`src/rtl/gb_sound_pkg.sv`:
```
// Shared constants, config addresses and FSM states
// for the stereo sound mix sequencer.
package gb_sound_pkg;

  localparam int NUM_CH = 4;

  localparam logic [1:0] ADDR_NR51 = 2'd0;
  localparam logic [1:0] ADDR_NR50 = 2'd1;
  localparam logic [1:0] ADDR_NR52 = 2'd2;

  localparam int NR50_R_LSB  = 0;
  localparam int NR50_L_LSB  = 4;
  localparam int NR51_L_OFS  = 4;
  localparam int NR52_EN_BIT = 7;

  typedef enum logic [1:0] {
    IDLE,
    ACC,
    SCALE,
    OUT
  } mix_state_e;

endpackage

```
`src/rtl/sample_tick_gen.sv`:
```
// Wrapping sample-period counter; tick marks
// the last clock of each period.
module sample_tick_gen #(
  parameter int SAMPLE_TIME = 128
) (
  input  logic clk,
  input  logic rst_n,
  output logic tick
);

  localparam int CW = $clog2(SAMPLE_TIME);

  logic [CW-1:0] cnt_q, cnt_d;

  always_comb begin
    tick  = (cnt_q == CW'(SAMPLE_TIME - 1));
    cnt_d = tick ? '0 : cnt_q + CW'(1);
  end

  always_ff @(posedge clk or negedge rst_n) begin
    if (!rst_n) cnt_q <= '0;
    else        cnt_q <= cnt_d;
  end

endmodule

```
`src/rtl/sound_mix_sequencer.sv`:
```
// Per-sample stereo mixer: snapshots channels on tick,
// accumulates one channel per cycle, scales by volume.
module sound_mix_sequencer
  import gb_sound_pkg::*;
#(
  parameter int SAMPLE_TIME = 128,
  parameter int CH_W        = 4
) (
  input  logic                   clk,
  input  logic                   rst_n,
  input  logic [NUM_CH*CH_W-1:0] ch_in,
  input  logic                   cfg_we,
  input  logic [1:0]             cfg_addr,
  input  logic [7:0]             cfg_wdata,
  output logic [CH_W-1:0]        left,
  output logic [CH_W-1:0]        right,
  output logic                   out_valid
);

  localparam int AW = CH_W + 2;
  localparam int PW = CH_W + 5;

  if (SAMPLE_TIME < 8) begin : g_bad_period
    $error("SAMPLE_TIME must be >= 8");
  end

  logic tick;

  sample_tick_gen #(
    .SAMPLE_TIME(SAMPLE_TIME)
  ) u_tick (
    .clk  (clk),
    .rst_n(rst_n),
    .tick (tick)
  );

  mix_state_e state_q, state_d;

  logic [7:0] pan_sh_q, pan_sh_d, pan_q, pan_d;
  logic [2:0] vl_sh_q, vl_sh_d, vl_q, vl_d;
  logic [2:0] vr_sh_q, vr_sh_d, vr_q, vr_d;
  logic       en_sh_q, en_sh_d, en_q, en_d;

  logic [NUM_CH*CH_W-1:0] snap_q, snap_d;
  logic [1:0]             idx_q, idx_d;
  logic [AW-1:0]          acc_l_q, acc_l_d;
  logic [AW-1:0]          acc_r_q, acc_r_d;
  logic [CH_W-1:0]        left_q, left_d;
  logic [CH_W-1:0]        right_q, right_d;
  logic [CH_W-1:0]        ch_cur;

  function automatic logic [CH_W-1:0] scale(
    input logic [AW-1:0] acc,
    input logic [2:0]    v
  );
    logic [PW-1:0] prod;
    prod = PW'(acc) * PW'({1'b0, v} + 4'd1);
    return prod[PW-1:5];
  endfunction

  always_comb begin
    state_d  = state_q;
    pan_sh_d = pan_sh_q;
    vl_sh_d  = vl_sh_q;
    vr_sh_d  = vr_sh_q;
    en_sh_d  = en_sh_q;
    pan_d    = pan_q;
    vl_d     = vl_q;
    vr_d     = vr_q;
    en_d     = en_q;
    snap_d   = snap_q;
    idx_d    = idx_q;
    acc_l_d  = acc_l_q;
    acc_r_d  = acc_r_q;
    left_d   = left_q;
    right_d  = right_q;
    ch_cur   = snap_q[int'(idx_q)*CH_W +: CH_W];

    if (cfg_we) begin
      case (cfg_addr)
        ADDR_NR51: pan_sh_d = cfg_wdata;
        ADDR_NR50: begin
          vr_sh_d = cfg_wdata[NR50_R_LSB +: 3];
          vl_sh_d = cfg_wdata[NR50_L_LSB +: 3];
        end
        ADDR_NR52: en_sh_d = cfg_wdata[NR52_EN_BIT];
        default: ;
      endcase
    end

    unique case (state_q)
      IDLE: begin
        if (tick) begin
          snap_d  = ch_in;
          pan_d   = pan_sh_q;
          vl_d    = vl_sh_q;
          vr_d    = vr_sh_q;
          en_d    = en_sh_q;
          acc_l_d = '0;
          acc_r_d = '0;
          idx_d   = '0;
          state_d = ACC;
        end
      end
      ACC: begin
        if (pan_q[int'(idx_q)])
          acc_r_d = acc_r_q + AW'(ch_cur);
        if (pan_q[NR51_L_OFS + int'(idx_q)])
          acc_l_d = acc_l_q + AW'(ch_cur);
        idx_d = idx_q + 2'd1;
        if (idx_q == 2'd3) state_d = SCALE;
      end
      SCALE: begin
        left_d  = en_q ? scale(acc_l_q, vl_q) : '0;
        right_d = en_q ? scale(acc_r_q, vr_q) : '0;
        state_d = OUT;
      end
      OUT: state_d = IDLE;
      default: state_d = IDLE;
    endcase
  end

  always_ff @(posedge clk or negedge rst_n) begin
    if (!rst_n) begin
      state_q  <= IDLE;
      pan_sh_q <= '0;
      vl_sh_q  <= '0;
      vr_sh_q  <= '0;
      en_sh_q  <= 1'b0;
      pan_q    <= '0;
      vl_q     <= '0;
      vr_q     <= '0;
      en_q     <= 1'b0;
      snap_q   <= '0;
      idx_q    <= '0;
      acc_l_q  <= '0;
      acc_r_q  <= '0;
      left_q   <= '0;
      right_q  <= '0;
    end else begin
      state_q  <= state_d;
      pan_sh_q <= pan_sh_d;
      vl_sh_q  <= vl_sh_d;
      vr_sh_q  <= vr_sh_d;
      en_sh_q  <= en_sh_d;
      pan_q    <= pan_d;
      vl_q     <= vl_d;
      vr_q     <= vr_d;
      en_q     <= en_d;
      snap_q   <= snap_d;
      idx_q    <= idx_d;
      acc_l_q  <= acc_l_d;
      acc_r_q  <= acc_r_d;
      left_q   <= left_d;
      right_q  <= right_d;
    end
  end

  assign left      = left_q;
  assign right     = right_q;
  assign out_valid = (state_q == OUT);

endmodule

```
`config.mk`:
```
export PLATFORM = sky130hd
export DESIGN_NAME = sound_mix_sequencer
export DESIGN_NICKNAME = d
export VERILOG_FILES = /design/src/rtl/gb_sound_pkg.sv /design/src/rtl/sample_tick_gen.sv /design/src/rtl/sound_mix_sequencer.sv
export SDC_FILE = /design/constraint.sdc
export NUM_CORES = 1
export LEC_CHECK = 0
export ABC_CLOCK_PERIOD_IN_PS = 3600
export BUFFER_PORTS_ARGS = -buffer_cell sky130_fd_sc_hd__clkbuf_2
export CORE_UTILIZATION = 50
export DETAILED_ROUTE_END_ITERATION = 8
export HOLD_SLACK_MARGIN = 0.1
export PLACE_DENSITY = 0.74
export REMOVE_ABC_BUFFERS = 1
export SLEW_MARGIN = 20
export SYNTH_ARGS = -nofsm -noshare
export SYNTH_HDL_FRONTEND = slang
export SYNTH_HIERARCHICAL = 1
export SYNTH_SLANG_ARGS = --single-unit
```
`constraint.sdc`:
```
create_clock -name clk -period 3.6 [get_ports clk]
set_clock_uncertainty 0.2 [all_clocks]
set_input_delay 0.54 -clock clk [delete_from_list [all_inputs] [get_ports clk]]
set_output_delay 0.54 -clock clk [all_outputs]
set_load 0.01 [all_outputs]
```
==> reports/qor.txt, run 1 <==
STATUS
-------------------------------------------------------------------------------------
Outcome                                                                  complete, no violations

GRT
-------------------------------------------------------------------------------------
Maximum number of pins on one net before global-route repair                       78
Vias in the first global route                                                  3,329
First-pass GRT wire length                                                  15,500 um
Number of antenna violations at the first check in global routing                   0
Aggregate global routing overflow                                                   0
Total routing resource utilization after global routing                         0.201

CRITICAL PATH
-------------------------------------------------------------------------------------
Startpoint class of the critical path                                            flop
Most common cell on crit path                                                    fa_1
Standard cell with the maximum stage delay on the critical path                  fa_1
Crit path largest cell delay                                                   560 ps
Worst-path fanout max                                                               6
Worst setup path category                                                flop to flop
Crit path DAT                                                                 3550 ps
Delay-heaviest family, CP                                                 adder cells
Critical path, cell by cell                                              and3_2 -> nand2_1 -> fa_1 -> fa_1 -> inv_1 -> ha_4 -> nand4_1 -> nor3_2 -> o21ai_1 -> and3_1 -> o32ai_2
Setup crit end kind                                                              flop
Required arrival time at the worst endpoint                                   3660 ps
Buf+Inv Stages, Crit Path                                                           1

PLACEMENT
-------------------------------------------------------------------------------------
Area after DPL                                                             5000 sq um
Global placement routability congestion                                         0.836
Count of placed standard cells including taps                                     556
Port Buffer Count                                                                  37
HPWL reported at the end of detailed placement                                6450 um
Pre-CTS setup slack                                                           -156 ps

SYNTH
-------------------------------------------------------------------------------------
Ys flop type                                                                  dfrtp_1
Number of library cell types mapped by synthesis                                   47
Synth top area share                                                            0.415
Biggest area consumer among synthesized cells                                 dfrtp_1
Share of async-settable or async-resettable flops after synthesis                1.00
Post-synthesis area per instance                                           11.3 sq um
Area contributors post-synth                                             dfrtp_1, mux2_2, ha_1, fa_1, nand2_1
Number of warnings printed during yosys synthesis                                   6
Share of synthesized area occupied by flip-flops and latches                    0.415
Post-Synthesis Cells                                                              410
Post-synthesis instance area                                               4650 sq um
Flip-flop and latch count after synthesis                                          77
Number of enable-type register cells in the synthesized netlist                     0

FLOORPLANNING
-------------------------------------------------------------------------------------
Standard-cell rows                                                                 34
DIE AREA                                                                   9680 sq um
Number of top-level pins                                                           38
DIE WIDTH                                                                     98.4 um
Overall die height                                                            98.4 um
Core area                                                                  8850 sq um
Starting Density                                                                0.525

ROUTE
-------------------------------------------------------------------------------------
Vias                                                                            3,170
Antenna-violating nets left                                                         0
Via-per-instance ratio                                                           5.52
Overall routed net length                                                     8580 um
Initial detailed-routing violation count                                          141
Initial DRT Pass Iterations                                                         6
DRC violations left                                                                 0
Average detailed-routed wire length per instance                              14.9 um

CLOCK NETWORK
-------------------------------------------------------------------------------------
Number of CTS-inserted buffers                                                      9
Clock latency of the later-clocked register in the worst-skew pair             350 ps
H-tree levels                                                                       3
TritonCTS clock tree                                                              yes
Max Root-Sink Buffers                                                               2
Clock-pin slew of the registers on the worst-case setup and hold paths          90 ps
Clock Tree Root                                                              clkbuf_8
Clock sinks                                                                        77

TIMING
-------------------------------------------------------------------------------------
Tcrit/Tclk final                                                                0.969
Number of max-slew violations in the final report                                   0
Unrepaired setup endpoints after global routing                                 false
Final hold vios                                                                     0
Worst Max-Slew Pin Slew                                                        944 ps
Final worst-path setup slack                                                   110 ps
Worst slew margin relative to its limit                                         0.371
Upper clock frequency limit                                                   287 MHz
Minimum clock period after layout                                             3490 ps
Setup-failing EPs final                                                             0

PWR
-------------------------------------------------------------------------------------
Peak VDD IR                                                                  0.275 mV
Total power per unit cell area                                            331 nW/um^2
Leakage power                                                                 2.57 nW
Total power                                                                   1.77 mW

CELLS AND AREA
-------------------------------------------------------------------------------------
Most frequent cells in the layout                                        dfrtp_1, mux2_2, nand2_1, inv_1, clkbuf_2
Fill count                                                                        731
Post-layout net count                                                             542
Number of standard cells in the layout, taps in and fillers out                   574
Most frequent standard cell in the layout excluding fill and tap cells        dfrtp_1
Fraction of final layout cells sized beyond drive strength 1                    0.294
Antenna diode count                                                                 0
Final cell area excluding filler cells                                     5350 sq um
Area Growth Syn to Fin                                                          15.1%

JOB
-------------------------------------------------------------------------------------
Count of maximum capacitance violations                                             0

MIN PATH
-------------------------------------------------------------------------------------
Class of the worst hold path                                             input pin to async pin

==> final timing paths <==
kind / start / endpoint / slack [ps] / cells past startpoint
setup / recovery: vr_q[2]$_DFFE_PN0P_ / right[3]$_DFFE_PN0P_ / 110 / 11
hold / removal: rst_n / snap_q[9]$_DFFE_PN0P_ / 110 / 1
setup reg to reg: vr_q[2]$_DFFE_PN0P_ / right[3]$_DFFE_PN0P_ / 110 / 11
hold reg to reg: u_tick/cnt_q[6]$_DFF_PN0_ / u_tick/cnt_q[6]$_DFF_PN0_ / 280 / 1
max in group asynchronous: rst_n / en_sh_q$_DFFE_PN0P_ / 2450 / 1
min in group clk: ch_in[1] / snap_q[1]$_DFFE_PN0P_ / 220 / 2
==> sequential cells by signal, summed over array words and instances (netlist names), 3 cells and up <==
register      flops
u_tick/cnt_q      7
pan_sh_q          8
snap_q           16
pan_q             8
vr_sh_q           3
right             4
left              4
vl_q              3
acc_l_q           6
vl_sh_q           3
vr_q              3
acc_r_q           6
==> power breakdown <==
group | total (mW) | switching, mW | internal [mW]
logic | 0.0920 | 0.0418 | 0.0502
clock network | 0.750 | 0.336 | 0.414
registers | 0.926 | 0.0209 | 0.905
==> per-layer routing <==
| metal | vias up | wire, um | GRT usage | part of all wire |
|---|---|---|---|---|
| met3 | 14 | 308 | 0.0408 | 0.036 |
| met4 | 0 | 121 | 0.0586 | 0.014 |
| met5 | - | 0 | 0 | 0 |
| met2 | 64 | 4200 | 0.343 | 0.49 |
| li1 | 1518 | - | - | - |
| met1 | 1574 | 3950 | 0.261 | 0.46 |
==> stage by stage <==
stage                     setup TNS (ps)  utilization  hold slack, ps
final                                  0        0.604             114
after CTS                              0        0.596             169
after global placement                 0        0.565             257
after global routing                   0        0.604             205
after detailed placement            -217        0.565             260
after floorplan                        0            -            44.4
==> cells in the mapped netlist (all sizes together), types with 2 or more instances <==
cell,number
o21ai,14
buf,7
nand3b,3
o22ai,8
ha,36
mux2,46
o21bai,2
fa,16
inv,38
nor3b,2
xor2,9
nand2b,7
nand3,9
a21o,3
a21oi,15
o31ai,5
clkbuf,3
dfrtp,77
xnor2,12
nand4,3
o21a,2
nor2b,4
nand4b,2
mux4,6
and2,14
or3,3
nand2,43
nor2,7
and3,3
==> worst reg2reg max path, cell delays in order (launching register included) <==
cell     delay, ps
dfrtp_1        480
and3_2         290
nand2_1        100
fa_1           520
fa_1           560
inv_1           70
ha_4           280
nand4_1        140
nor3_2         250
o21ai_1        120
and3_1         200
o32ai_2        200
==> kinds of logic after synthesis <==
family,share of synthesized area
XOR/XNOR,0.0396
flip-flops,0.415
buffers and inverters,0.0434
AO/OA/AOI/OAI,0.0754
AND/OR/NAND/NOR,0.115
multiplexers,0.146
adder cells (fa/ha/maj),0.166
==> final cells by class <==
type / count / area, sq um / share of cell area
clock buffer: 10 / 138 / 0.0257
clock inverter: 6 / 92.6 / 0.0173
inverter: 39 / 146 / 0.0274
multi-input combinational: 284 / 2620 / 0.491
sequential: 77 / 1930 / 0.360
tap: 108 / 135 / 0.0253
timing repair buffer: 50 / 285 / 0.0534
==> timing repair <==
action,4_1_cts,5_1_grt
hold endpoints to repair,0,0
gates resized for setup,9,12
buffers inserted,1,1
hold buffers,0,0
endpoints found under the setup margin,5,7
pin swaps,1,9
Note: power is estimated with default switching activity, not from simulation.
==> inputs of run 2 (changes only) <==
--- a/config.mk
+++ b/config.mk
@@ -5,13 +5,14 @@
 export SDC_FILE = /design/constraint.sdc
 export NUM_CORES = 1
 export LEC_CHECK = 0
-export ABC_CLOCK_PERIOD_IN_PS = 3600
+export ABC_CLOCK_PERIOD_IN_PS = 3000
 export BUFFER_PORTS_ARGS = -buffer_cell sky130_fd_sc_hd__clkbuf_2
 export CORE_UTILIZATION = 50
 export DETAILED_ROUTE_END_ITERATION = 8
 export HOLD_SLACK_MARGIN = 0.1
 export PLACE_DENSITY = 0.74
 export REMOVE_ABC_BUFFERS = 1
+export SKIP_CTS_REPAIR_TIMING = 1
 export SLEW_MARGIN = 20
 export SYNTH_ARGS = -nofsm -noshare
 export SYNTH_HDL_FRONTEND = slang
==> constraint.sdc (replaced) <==
create_clock -name clk -period 3 [get_ports clk]
set_clock_uncertainty 0.2 [all_clocks]
set_input_delay 0.45 -clock clk [delete_from_list [all_inputs] [get_ports clk]]
set_output_delay 0.45 -clock clk [all_outputs]
set_load 0.01 [all_outputs]
==> reports/qor.txt, run 2 (synthesized netlist as in run 1, its figures left out) <==
STATUS
-------------------------------------------------------------------------------------
Outcome                                                                  finished with violations
Violations in the final reports                                          setup timing

CLOCK NETWORK
-------------------------------------------------------------------------------------
H-tree levels                                                                       3
Clock-pin slew of the registers on the worst-case setup and hold paths          90 ps
TritonCTS clock tree                                                              yes
Max Root-Sink Buffers                                                               2
Clock sinks                                                                        77
Clock Tree Root                                                              clkbuf_8
Clock latency of the later-clocked register in the worst-skew pair             350 ps
Number of CTS-inserted buffers                                                      9

CELLS AND AREA
-------------------------------------------------------------------------------------
Largest registers in the final layout                                    snap_q: 16 flops, pan_q: 8 flops, pan_sh_q: 8 flops
Register with the most flip-flops                                              snap_q
Post-layout net count                                                             577
Area Growth Syn to Fin                                                          23.0%
Number of standard cells in the layout, taps in and fillers out                   609
Largest register FFs                                                               16
Antenna diode count                                                                 0
Fraction of final layout cells sized beyond drive strength 1                    0.381
Fin util                                                                        0.646
Most frequent standard cell in the layout excluding fill and tap cells        dfrtp_1
Most frequent cells in the layout                                        dfrtp_1, mux2_2, buf_4, nand2_1

PWR
-------------------------------------------------------------------------------------
Leakage power                                                                 2.76 nW
Total power                                                                   2.10 mW
Peak VDD IR                                                                  0.348 mV
Total power per unit cell area                                            367 nW/um^2

TIMING
-------------------------------------------------------------------------------------
Final worst-path setup slack                                                  -374 ps
Final hold vios                                                                     0
Minimum clock period after layout                                             3370 ps
Tcrit/Tclk final                                                                 1.12
Upper clock frequency limit                                                   296 MHz
Number of max-slew violations in the final report                                   0
Unrepaired setup endpoints after global routing                                  true
Setup-failing EPs final                                                             8
Worst hold margin                                                             36.0 ps
Worst Max-Slew Pin Slew                                                        961 ps
Worst slew margin relative to its limit                                         0.359

FLOORPLANNING
-------------------------------------------------------------------------------------
Number of top-level pins                                                           38
DIE AREA                                                                   9680 sq um
Core area                                                                  8850 sq um
Starting Density                                                                0.525
DIE WIDTH                                                                     98.4 um
Standard-cell rows                                                                 34
Overall die height                                                            98.4 um

ROUTE
-------------------------------------------------------------------------------------
Via-per-instance ratio                                                           5.40
Average detailed-routed wire length per instance                              15.1 um
Antenna-violating nets left                                                         0
DRC violations left                                                                 0
Overall routed net length                                                     9200 um
Initial DRT Pass Iterations                                                         7
Vias                                                                            3,288
Initial detailed-routing violation count                                          113

CRITICAL PATH
-------------------------------------------------------------------------------------
Required arrival time at the worst endpoint                                   3060 ps
Worst-path fanout max                                                               4
Crit path DAT                                                                 3440 ps
Worst setup path category                                                flop to flop
Startpoint class of the critical path                                            flop
Setup crit end kind                                                              flop

GRT
-------------------------------------------------------------------------------------
Vias in the first global route                                                  3,393
Maximum number of pins on one net before global-route repair                       78
Aggregate global routing overflow                                                   0
Total routing resource utilization after global routing                         0.201
First-pass GRT wire length                                                  15,400 um
Number of antenna violations at the first check in global routing                   0

JOB
-------------------------------------------------------------------------------------
Count of maximum capacitance violations                                             0

PLACEMENT
-------------------------------------------------------------------------------------
HPWL reported at the end of detailed placement                                6760 um
Global placement routability congestion                                         0.768
Port Buffer Count                                                                  37
Count of placed standard cells including taps                                     584

MIN PATH
-------------------------------------------------------------------------------------
Class of the worst hold path                                             input pin to async pin

## run 2: cell types whose count changed in the layout (fill, tap and decap cells not counted), sizes merged
cell and delta:
buf +35, clkinv +1, clkbuf -1
## run 2: layout make-up
class	count	area, sq um
clock buffer	9	124
clock inverter	7	97.6
fill	675	3130
inverter	39	146
multi-input combinational	284	2720
sequential	77	1930
tap	108	135
timing repair buffer	85	563
## run 2: per-stage QoR
step	setup WS, ps	area (sq um)	setup TNS, ps
after floorplan	-497	4590	-3130
after global placement	-490	5210	-3510
after detailed placement	-671	5210	-4390
after CTS	-690	5430	-4450
after global routing	-493	5720	-3280
final	-374	5720	-2250
## run 2: where the power goes
part | switching (mW) | total [mW] | internal [mW]
registers | 0.0263 | 1.11 | 1.09
clock network | 0.400 | 0.872 | 0.473
logic | 0.0512 | 0.112 | 0.0603
total | 0.477 | 2.10 | 1.62
## run 2: worst paths after layout
kind	depth (start not counted)	start	slack (ps)	endpoint
min reg2reg	1	u_tick/cnt_q[0]$_DFF_PN0_	280	u_tick/cnt_q[0]$_DFF_PN0_
min	1	rst_n	40	snap_q[9]$_DFFE_PN0P_
max	13	vr_q[0]$_DFFE_PN0P_	-370	right[3]$_DFFE_PN0P_
max reg2reg	13	vr_q[0]$_DFFE_PN0P_	-370	right[3]$_DFFE_PN0P_
min in group clk	2	ch_in[14]	120	snap_q[14]$_DFFE_PN0P_
max in group asynchronous	1	rst_n	1870	vr_q[2]$_DFFE_PN0P_
## run 2: critical path, stage by stage (launching register included)
cell	delay, ps
dfrtp_1	400
buf_6	130
and3_4	200
buf_6	100
nand2_2	60
fa_1	510
fa_1	500
inv_1	50
ha_1	270
nand4b_1	130
nor3_2	240
o21ai_1	110
and3_1	170
o32ai_1	240
## run 2: per-layer routing
layer | part of all wire | global-route usage | vias to the layer above
met5 | 0 | 0 | -
met4 | 0.017 | 0.0700 | 0
met3 | 0.031 | 0.0408 | 19
met2 | 0.51 | 0.350 | 61
met1 | 0.44 | 0.250 | 1625
li1 | - | - | 1583
==> inputs of run 3 (changes only) <==
--- a/config.mk
+++ b/config.mk
@@ -7,10 +7,12 @@
 export LEC_CHECK = 0
 export ABC_CLOCK_PERIOD_IN_PS = 3000
 export BUFFER_PORTS_ARGS = -buffer_cell sky130_fd_sc_hd__clkbuf_2
-export CORE_UTILIZATION = 50
+export CELL_PAD_IN_SITES_DETAIL_PLACEMENT = 1
+export CELL_PAD_IN_SITES_GLOBAL_PLACEMENT = 1
+export CORE_UTILIZATION = 44
 export DETAILED_ROUTE_END_ITERATION = 8
 export HOLD_SLACK_MARGIN = 0.1
-export PLACE_DENSITY = 0.74
+export PLACE_DENSITY = 0.8
 export REMOVE_ABC_BUFFERS = 1
 export SKIP_CTS_REPAIR_TIMING = 1
 export SLEW_MARGIN = 20
@@ -18,3 +20,4 @@
 export SYNTH_HDL_FRONTEND = slang
 export SYNTH_HIERARCHICAL = 1
 export SYNTH_SLANG_ARGS = --single-unit
+export TNS_END_PERCENT = 20
==> reports/qor.txt, run 3 (synthesized netlist as in run 1, its figures left out) <==
PLACEMENT
-------------------------------------------------------------------------------------
Global placement routability congestion                                         0.801
HPWL reported at the end of detailed placement                                8090 um
Area after DPL                                                             5240 sq um
Port Buffer Count                                                                  37
Pre-CTS setup slack                                                           -831 ps

CRITICAL PATH
-------------------------------------------------------------------------------------
Critical register-to-register path startpoint                            vr_q[1]$_DFFE_PN0P_
Terminus of the critical flop-to-flop path                               right[3]$_DFFE_PN0P_
Worst setup path category                                                flop to flop
Worst r2r path cells                                                               12
Worst-path fanout max                                                               5
Required arrival time at the worst endpoint                                   3080 ps
Critical path origin                                                     vr_q[1]$_DFFE_PN0P_
Standard cell with the maximum stage delay on the critical path                  fa_1
WP depth                                                                           12
Crit path DAT                                                                 3620 ps
Startpoint class of the critical path                                            flop
Setup crit end kind                                                              flop
Delay-heaviest family, CP                                                 adder cells
Reg-to-reg setup timing slack                                                 -540 ps
Critical path, cell by cell                                              ha_4 -> xor2_4 -> nand2_2 -> fa_1 -> fa_1 -> inv_2 -> ha_4 -> nand4b_1 -> nor3_2 -> o21ai_1 -> and3_1 -> o32ai_1
Critical Path Sink                                                       right[3]$_DFFE_PN0P_
Buf+Inv Stages, Crit Path                                                           1
Crit path largest cell delay                                                   560 ps

JOB
-------------------------------------------------------------------------------------
Count of maximum capacitance violations                                             0

FLOORPLANNING
-------------------------------------------------------------------------------------
Standard-cell rows                                                                 37
DIE AREA                                                                 11,000 sq um
Starting Density                                                                0.452
DIE WIDTH                                                                      105 um
Overall die height                                                             105 um
Core area                                                                10,300 sq um
Number of top-level pins                                                           38

CELLS AND AREA
-------------------------------------------------------------------------------------
Antenna diode count                                                                 0
Fraction of final layout cells sized beyond drive strength 1                    0.370
Combined area of the multi-input logic cells                               2780 sq um
Post-layout net count                                                             573
Register with the most flip-flops                                              snap_q
Largest register FFs                                                               16
Most frequent cells in the layout                                        dfrtp_1, mux2_2, nand2_1, buf_4, clkbuf_2
Area Growth Syn to Fin                                                          23.8%
Fin util                                                                        0.560
Fill count                                                                      1,117
Largest registers in the final layout                                    snap_q: 16 flops, pan_q: 8 flops, pan_sh_q: 8 flops
Register area                                                              1930 sq um
Final cell area excluding filler cells                                     5750 sq um
Most frequent standard cell in the layout excluding fill and tap cells        dfrtp_1

CLOCK NETWORK
-------------------------------------------------------------------------------------
Clock sinks                                                                        77
Clock Tree Root                                                              clkbuf_8
Number of CTS-inserted buffers                                                      9
H-tree levels                                                                       3
Clock-pin slew of the registers on the worst-case setup and hold paths          90 ps
Clock latency of the later-clocked register in the worst-skew pair             370 ps
TritonCTS clock tree                                                              yes
Max Root-Sink Buffers                                                               2

TIMING
-------------------------------------------------------------------------------------
Upper clock frequency limit                                                   282 MHz
Worst slew margin relative to its limit                                         0.336
Worst hold margin                                                            -4.98 ps
Worst Max-Slew Pin Slew                                                        997 ps
Minimum clock period after layout                                             3540 ps
Unrepaired setup endpoints after global routing                                  true
Final worst-path setup slack                                                  -544 ps
Final hold vios                                                                     3
Number of max-slew violations in the final report                                   0
Tcrit/Tclk final                                                                 1.18
Setup-failing EPs final                                                             8
Total negative slack for setup checks                                        -3480 ps

MIN PATH
-------------------------------------------------------------------------------------
Class of the worst hold path                                             input pin to async pin

GRT
-------------------------------------------------------------------------------------
Number of antenna violations at the first check in global routing                   0
Vias in the first global route                                                  3,670
Maximum number of pins on one net before global-route repair                       78
First-pass GRT wire length                                                  17,900 um
Total routing resource utilization after global routing                         0.211
Aggregate global routing overflow                                                   0

ROUTE
-------------------------------------------------------------------------------------
Vias                                                                            3,412
Antenna-violating nets left                                                         0
Overall routed net length                                                   12,200 um
Average detailed-routed wire length per instance                              19.3 um
Initial DRT Pass Iterations                                                         6
Via-per-instance ratio                                                           5.39
DRC violations left                                                                 2
Initial detailed-routing violation count                                          148

STATUS
-------------------------------------------------------------------------------------
Outcome                                                                  finished with violations
Violations in the final reports                                          DRC, hold timing, setup timing

PWR
-------------------------------------------------------------------------------------
Peak VDD IR                                                                  0.306 mV
Total power                                                                   2.04 mW
Leakage power                                                                 2.74 nW
Total power per unit cell area                                            354 nW/um^2

==> run 3: cell count changes in the layout (fill, tap and decap cells not counted), sizes merged <==
cell	before	now
clkinv	2	6
bufinv	2	1
buf	49	45
clkinvlp	2	0
inv	40	39
==> run 3: area by class of cell <==
type,instances,area share
Clock buffer,9,0.0215
Clock inverter,7,0.0130
Inverter,39,0.0254
Multi-Input combinational cell,284,0.483
Sequential cell,77,0.335
Tap cell,136,0.0296
Timing Repair Buffer,81,0.0926
==> run 3: worst reg2reg max path: stages (launching register included) <==
cell and delay (ps):
dfrtp_1 480, ha_4 220, xor2_4 220, nand2_2 80, fa_1 470, fa_1 560
inv_2 50, ha_4 250, nand4b_1 150, nor3_2 270, o21ai_1 100, and3_1 160
o32ai_1 250
==> run 3: stage by stage <==
stage / hold WS (ps) / cells
floorplan: -45.6 / 400
finish: -4.98 / 633
global placement: 256 / 612
detailed placement: 269 / 612
global route: 106 / 633
CTS: 64.7 / 628
==> run 3: worst min path at each step <==
stage / startpoint / end / depth (start not counted)
after floorplan: rst_n / acc_l_q[0]$_DFFE_PN0P_ / 0
after global placement: u_tick/cnt_q[0]$_DFF_PN0_ / u_tick/cnt_q[0]$_DFF_PN0_ / 1
after detailed placement: u_tick/cnt_q[6]$_DFF_PN0_ / u_tick/cnt_q[6]$_DFF_PN0_ / 1
after CTS: rst_n / right[2]$_DFFE_PN0P_ / 1
after global routing: rst_n / right[0]$_DFFE_PN0P_ / 1
final: rst_n / right[0]$_DFFE_PN0P_ / 1
==> run 3: where the power goes <==
part           switching [mW]  internal [mW]  total [mW]
combinational          0.0533         0.0606       0.114
clock                   0.424          0.389       0.812
sequential             0.0264           1.09        1.11
==> run 3: per-layer routing <==
metal  wire length [um]  up-vias  part of all wire  global-route usage
li1                   -     1583                 -                   -
met4                410        0             0.033              0.0855
met5                  0        -                 0                   0
met2               6570       67              0.54               0.388
met1               4950     1733              0.40               0.241
met3                305       29             0.025              0.0349
